`config.mk`:
```
export PLATFORM = sky130hd
export DESIGN_NAME = exec_op_sequencer
export DESIGN_NICKNAME = d
export VERILOG_FILES = /design/src/rtl/exec_pkg.sv /design/src/rtl/exec_step_counter.sv /design/src/rtl/exec_op_sequencer.sv
export SDC_FILE = /design/constraint.sdc
export NUM_CORES = 1
export LEC_CHECK = 0
export ABC_CLOCK_PERIOD_IN_PS = 1930
export CAP_MARGIN = 10
export CORE_MARGIN = 2
export CORE_UTILIZATION = 40
export DETAILED_ROUTE_END_ITERATION = 10
export MAX_ROUTING_LAYER = met4
export PLACE_DENSITY_LB_ADDON = 0.08
export SETUP_SLACK_MARGIN = 0.4
export SYNTH_ARGS = -nofsm -noshare
export SYNTH_HDL_FRONTEND = slang
export SYNTH_SLANG_ARGS = --single-unit
```
`constraint.sdc`:
```
create_clock -name clock -period 1.93 [get_ports clock]
set_input_delay 0.193 -clock clock [delete_from_list [all_inputs] [get_ports clock]]
set_output_delay 0.193 -clock clock [all_outputs]
set_load 0.02 [all_outputs]
```
`src/rtl/exec_pkg.sv`:
```
// Shared types, width helpers and default sizes for the Banff execute-stage sequencer.
package exec_pkg;

    typedef enum logic [1:0] {
        SEQ_IDLE  = 2'd0,
        SEQ_RUN   = 2'd1,
        SEQ_DRAIN = 2'd2
    } seq_state_t;

    localparam int unsigned DEF_NUM_UNITS  = 4;
    localparam int unsigned DEF_MAX_CYCLES = 32;
    localparam int unsigned DEF_TAG_W      = 5;

    // A unit index is at least one bit wide even for a single-unit build.
    function automatic int unsigned unit_w_f(input int unsigned n);
        return (n <= 1) ? 1 : $clog2(n);
    endfunction

    function automatic int unsigned cnt_w_f(input int unsigned max_cycles);
        return $clog2(max_cycles + 1);
    endfunction

endpackage

```
`src/rtl/exec_step_counter.sv`:
```
// Loadable step counter: holds the clamped op latency and flags the final step.
module exec_step_counter
    import exec_pkg::*;
#(
    parameter int unsigned CNT_W   = cnt_w_f(DEF_MAX_CYCLES),
    parameter int unsigned MAX_VAL = DEF_MAX_CYCLES
) (
    input  logic             clock,
    input  logic             reset,
    input  logic             clear,
    input  logic             load,
    input  logic [CNT_W-1:0] load_val,
    input  logic             enable,
    output logic [CNT_W-1:0] count,
    output logic             at_term
);

    localparam logic [CNT_W-1:0] ONE = CNT_W'(1);
    localparam logic [CNT_W-1:0] TOP = CNT_W'(MAX_VAL);

    logic [CNT_W-1:0] limit;
    logic [CNT_W-1:0] load_clamped;

    // Zero latency runs for one step; anything above MAX_VAL is capped.
    always_comb begin
        load_clamped = load_val;
        if (load_val == '0) begin
            load_clamped = ONE;
        end else if (load_val > TOP) begin
            load_clamped = TOP;
        end
    end

    always_ff @(posedge clock) begin
        if (reset || clear) begin
            count <= '0;
            limit <= ONE;
        end else if (load) begin
            count <= '0;
            limit <= load_clamped;
        end else if (enable && (count != TOP - ONE)) begin
            count <= count + ONE;
        end
    end

    assign at_term = (count == limit - ONE);

endmodule

```
`src/rtl/exec_op_sequencer.sv`:
```
// Banff execute-stage sequencer: dispatches one op at a time to one of NUM_UNITS
// functional units, steps its latency and holds the result until writeback takes it.
module exec_op_sequencer
    import exec_pkg::*;
#(
    parameter  int unsigned NUM_UNITS  = DEF_NUM_UNITS,
    parameter  int unsigned MAX_CYCLES = DEF_MAX_CYCLES,
    parameter  int unsigned TAG_W      = DEF_TAG_W,
    localparam int unsigned UNIT_W     = unit_w_f(NUM_UNITS),
    localparam int unsigned CNT_W      = cnt_w_f(MAX_CYCLES)
) (
    input  logic                 clock,
    input  logic                 reset,
    input  logic                 flush,
    input  logic                 in_valid,
    output logic                 in_ready,
    input  logic [UNIT_W-1:0]    in_unit,
    input  logic [CNT_W-1:0]     in_cycles,
    input  logic [TAG_W-1:0]     in_tag,
    input  logic                 in_early_ok,
    output logic [NUM_UNITS-1:0] unit_start,
    output logic [CNT_W-1:0]     unit_step,
    output logic [NUM_UNITS-1:0] unit_abort,
    input  logic [NUM_UNITS-1:0] unit_done,
    output logic                 out_valid,
    input  logic                 out_ready,
    output logic [TAG_W-1:0]     out_tag,
    output logic [UNIT_W-1:0]    out_unit,
    output logic                 out_err,
    output logic                 stall,
    output logic                 busy
);

    seq_state_t state, state_next;

    logic                 accept;
    logic [UNIT_W-1:0]    op_unit;
    logic [TAG_W-1:0]     op_tag;
    logic                 op_early;
    logic                 op_err;
    logic [NUM_UNITS-1:0] op_sel;
    logic [CNT_W-1:0]     step;
    logic                 at_term;
    logic                 early_hit;
    logic                 run_done;

    // DRAIN with out_ready set hands the slot straight to the next op.
    assign in_ready = !flush && ((state == SEQ_IDLE) || ((state == SEQ_DRAIN) && out_ready));
    assign accept   = in_valid && in_ready;
    assign stall    = in_valid && !in_ready;
    assign busy     = (state != SEQ_IDLE);

    always_ff @(posedge clock) begin
        if (reset) begin
            op_unit  <= '0;
            op_tag   <= '0;
            op_early <= 1'b0;
            op_err   <= 1'b0;
        end else if (accept) begin
            op_unit  <= in_unit;
            op_tag   <= in_tag;
            op_early <= in_early_ok;
            op_err   <= (32'(in_unit) >= NUM_UNITS);
        end
    end

    // Out-of-range units decode to all-zero, so an errored op never touches a unit.
    always_comb begin
        op_sel = '0;
        for (int unsigned i = 0; i < NUM_UNITS; i++) begin
            if (32'(op_unit) == i) begin
                op_sel[i] = 1'b1;
            end
        end
    end

    exec_step_counter #(
        .CNT_W   (CNT_W),
        .MAX_VAL (MAX_CYCLES)
    ) u_step_counter (
        .clock    (clock),
        .reset    (reset),
        .clear    (flush),
        .load     (accept),
        .load_val (in_cycles),
        .enable   (state == SEQ_RUN),
        .count    (step),
        .at_term  (at_term)
    );

    assign early_hit = op_early && !op_err && ((unit_done & op_sel) != '0);
    assign run_done  = at_term || early_hit;

    always_ff @(posedge clock) begin
        if (reset) begin
            state <= SEQ_IDLE;
        end else begin
            state <= state_next;
        end
    end

    always_comb begin
        state_next = state;
        unit_start = '0;
        unit_step  = '0;
        unit_abort = '0;
        out_valid  = 1'b0;
        out_tag    = '0;
        out_unit   = '0;
        out_err    = 1'b0;
        unique case (state)
            SEQ_IDLE: begin
                if (accept) begin
                    state_next = SEQ_RUN;
                end
            end
            SEQ_RUN: begin
                unit_step = step;
                if ((step == '0) && !op_err) begin
                    unit_start = op_sel;
                end
                if (run_done) begin
                    state_next = SEQ_DRAIN;
                end
            end
            SEQ_DRAIN: begin
                out_valid = 1'b1;
                out_tag   = op_tag;
                out_unit  = op_unit;
                out_err   = op_err;
                if (out_ready) begin
                    state_next = accept ? SEQ_RUN : SEQ_IDLE;
                end
            end
            default: state_next = SEQ_IDLE;
        endcase
        if (flush) begin
            state_next = SEQ_IDLE;
            if ((state == SEQ_RUN) && !reset) begin
                unit_abort = op_sel;
            end
        end
    end

endmodule

```
==> flow_summary.yaml <==
placed_design:
  dp_hpwl_mm: 2.51
  portBuffers: 47
  place_area_mm2: 0.00184
  gp_congestion: 0.788
  place_ws_ns: 0.0318
logic_synthesis:
  synth_nets: 194
  ys_async_sr_fraction_pct: 0
  synth-xor-area-share_pct: 8.12
  synthAdderAreaFrac_pct: 2.90
  synthDistinctLibCells: 34
  synth_mux_area_share_pct: 2.51
  synth_edf_count: 0
  synth-compound-area-share_pct: 10.6
  synthSimpleGateAreaFrac_pct: 35.7
  yosysWarnings: 0
  yosysSeqAreaShare_pct: 34.0
  synth_top_family_by_area: "simple AND/OR/NAND/NOR gates"
  syn_area_mm2: 0.00129
  ys_seq_elements: 22
  synth_flop_cell: "dfxtp_1"
  postSynthAreaPerCell_um2: 7.71
  synthCells: 168
setup_path:
  crit_type: "register to output pin"
  crit_path_max_fanout: 4
  crit_buf_inv: 1
  crit_arrival_ns: 1.42
  path_cells: "nor4_2 -> nand3_1 -> nor3_2 -> buf_4"
  cp-end-kind: "output pin"
  critPathLaunchType: "register"
  crit_slowest_cell: "dfxtp_2"
  cp_top_family: "simple AND/OR/NAND/NOR gates"
  cpPeakStageDelay_ns: 0.35
  required_ns: 1.74
route:
  drt_iter0_markers: 28
  via_per_inst: 4.78
  wl_per_cell_um: 12.6
  antenna_left: 0
  vias: 1291
  wl_mm: 3.40
  drc: 0
  firstDrtPassIters: 4
sta:
  fin_ws_ns: 0.313
  finClkSkew_ns: 0.00699
  layout_worst_path_cycle_share_pct: 83.8
  rsz0062_at_grt: "yes"
  finalHoldViolCount: 0
  fin_tns_setup_ns: 0
  setup_viol: 0
  period_needed_ns: 1.62
  finalMaxSlewViolations: 0
  fmax_ghz: 0.618
cells_and_area:
  fin_area_mm2: 0.00201
  regArea_um2: 457
  num-fill-cells: 277
  syn2layout_area_growth_pct: 55.5
  layout.cells.most_common_list: "nand2_1 (28), clkdlybuf4s50_1 (22), buf_4 (21)"
  n_antenna_cell: 0
  post-route-util_pct: 65.4
  multi_input_area_um2: 882
  drive_gt1_share_pct: 35.0
  fin_nets: 254
  layout_commonest_cell: "nand2_1"
clock_tree:
  cts-root-buf: "clkbuf_4"
  ctsHoldBuffers: 0
  htree_levels: 1
  clock_latency_ns: 0.31
  numCtsBuffers: 3
  clk_path_buf_depth: 2
  path_clk_slew_ns: 0.12
  cts_tree: "done"
  clock_sinks: 22
power_and_ir_drop:
  vdd_drop_max_v: 0.000348
  pwr_density_cell_mw_per_mm2: 421
  p_leak_nw: 0.821
grt:
  grt_pass1_wl_mm: 5.06
  gr-total-overflow: 0
  grt.total_usage_pct: 18.6
  grt_pass1_vias: 1209
  antenna_found_initial: 0
  grt_max_degree: 12
job:
  drv_cap: 0
floorplanning:
  chipWidth_um: 60.9
  ios: 49
  coreArea_mm2: 0.00308
  die_h_um: 60.9
  die_area_mm2: 0.00371
  rows: 20
  start_util_pct: 42.1
status:
  status: "completed"
hold_path:
  hold_path.class: "input pin to register"
report_power, final:
| group | switching (mW) | internal [mW] |
|---|---|---|
| Clock | 0.136 | 0.0729 |
| Combinational | 0.0747 | 0.0903 |
| Sequential | 0.0110 | 0.463 |
worst paths after layout:
check                                       start                endpoint  slack (ns)  depth (start not counted)
max          u_step_counter.count[4]$_SDFFE_PP0P_           unit_start[0]        0.31                          4
min                                     in_tag[2]  op_tag[2]$_SDFFE_PP0P_        0.43                          3
max reg2reg  u_step_counter.limit[1]$_SDFFE_PP0P_   state[1]$_SDFFE_PP0P_        0.33                          7
min reg2reg                op_tag[4]$_SDFFE_PP0P_  op_tag[4]$_SDFFE_PP0P_        0.46                          2
per-layer routing:
| metal | part of all wire (%) | vias to the layer above | GRT usage (%) |
|---|---|---|---|
| met4 | 0 | 0 | 5.59 |
| li1 | - | 665 | - |
| met2 | 52 | 31 | 32.1 |
| met1 | 44 | 595 | 22.6 |
| met5 | 0 | - | - |
| met3 | 3.7 | 0 | 2.13 |
synth_stat cells (2+ instances only):
cell type	number	area, um2
nand2_1	29	109
dfxtp_1	22	440
nor2_1	17	63.8
and2_1	16	100
a21oi_1	15	75.1
inv_1	6	22.5
xnor2_1	6	52.6
xor2_1	6	52.6
nand3b_1	5	37.5
nor3_1	5	25.0
nor2b_1	4	25.0
buf_2	3	15.0
clkbuf_1	3	11.3
ha_1	3	37.5
nand3_1	3	15.0
buf_4	2	15.0
nand2b_1	2	12.5
nand4_1	2	12.5
nor4_1	2	12.5
o21ai_0	2	10.0
or2_2	2	12.5
sequential cells by signal (all words and copies together), names as in the netlist:
register,cells
u_step_counter.count,6
op_unit,2
op_early,1
op_tag,5
state,2
u_step_counter.limit,6
layout make-up:
class                           instances  share of cell area [%]
Multi-Input combinational cell        131                    43.8
Timing Repair Buffer                   64                    28.5
Sequential cell                        22                    22.7
Tap cell                               44                    2.73
Clock buffer                            3                    1.12
Inverter                                6                    1.12
repair_timing:
action                                  CTS  global route
resized for setup                       117            49
pin swaps                                 9            14
endpoints found under the setup margin   27            46
buffers inserted                          5             2
worst register-to-register path: stages, from the launching register on:
cell,delay [ns]
dfxtp_2,0.35
inv_2,0.07
ha_4,0.16
and3b_1,0.18
nor3_1,0.05
o31a_1,0.28
o311ai_4,0.26
nor3b_2,0.20
stage by stage:
step | instances | total power, mW | hold slack (ns)
finish | 270 | 0.848 | 0.426
global route | 270 | 0.891 | 0.415
CTS | 268 | 0.851 | 0.407
detailed placement | 260 | 0.633 | 0.443
global placement | 260 | 0.630 | 0.438
floorplan | 168 | 0.559 | 0.297
kinds of logic after synthesis:
family | Yosys count
xor gates and xnor gates | 12
other | 1
AOI/OAI and AO/OA | 22
adders and majority gates | 3
muxes | 2
buffers and inverters | 15
and+or+nand+nor | 91
DFF | 22
Note: power is estimated with default switching activity, not from simulation.
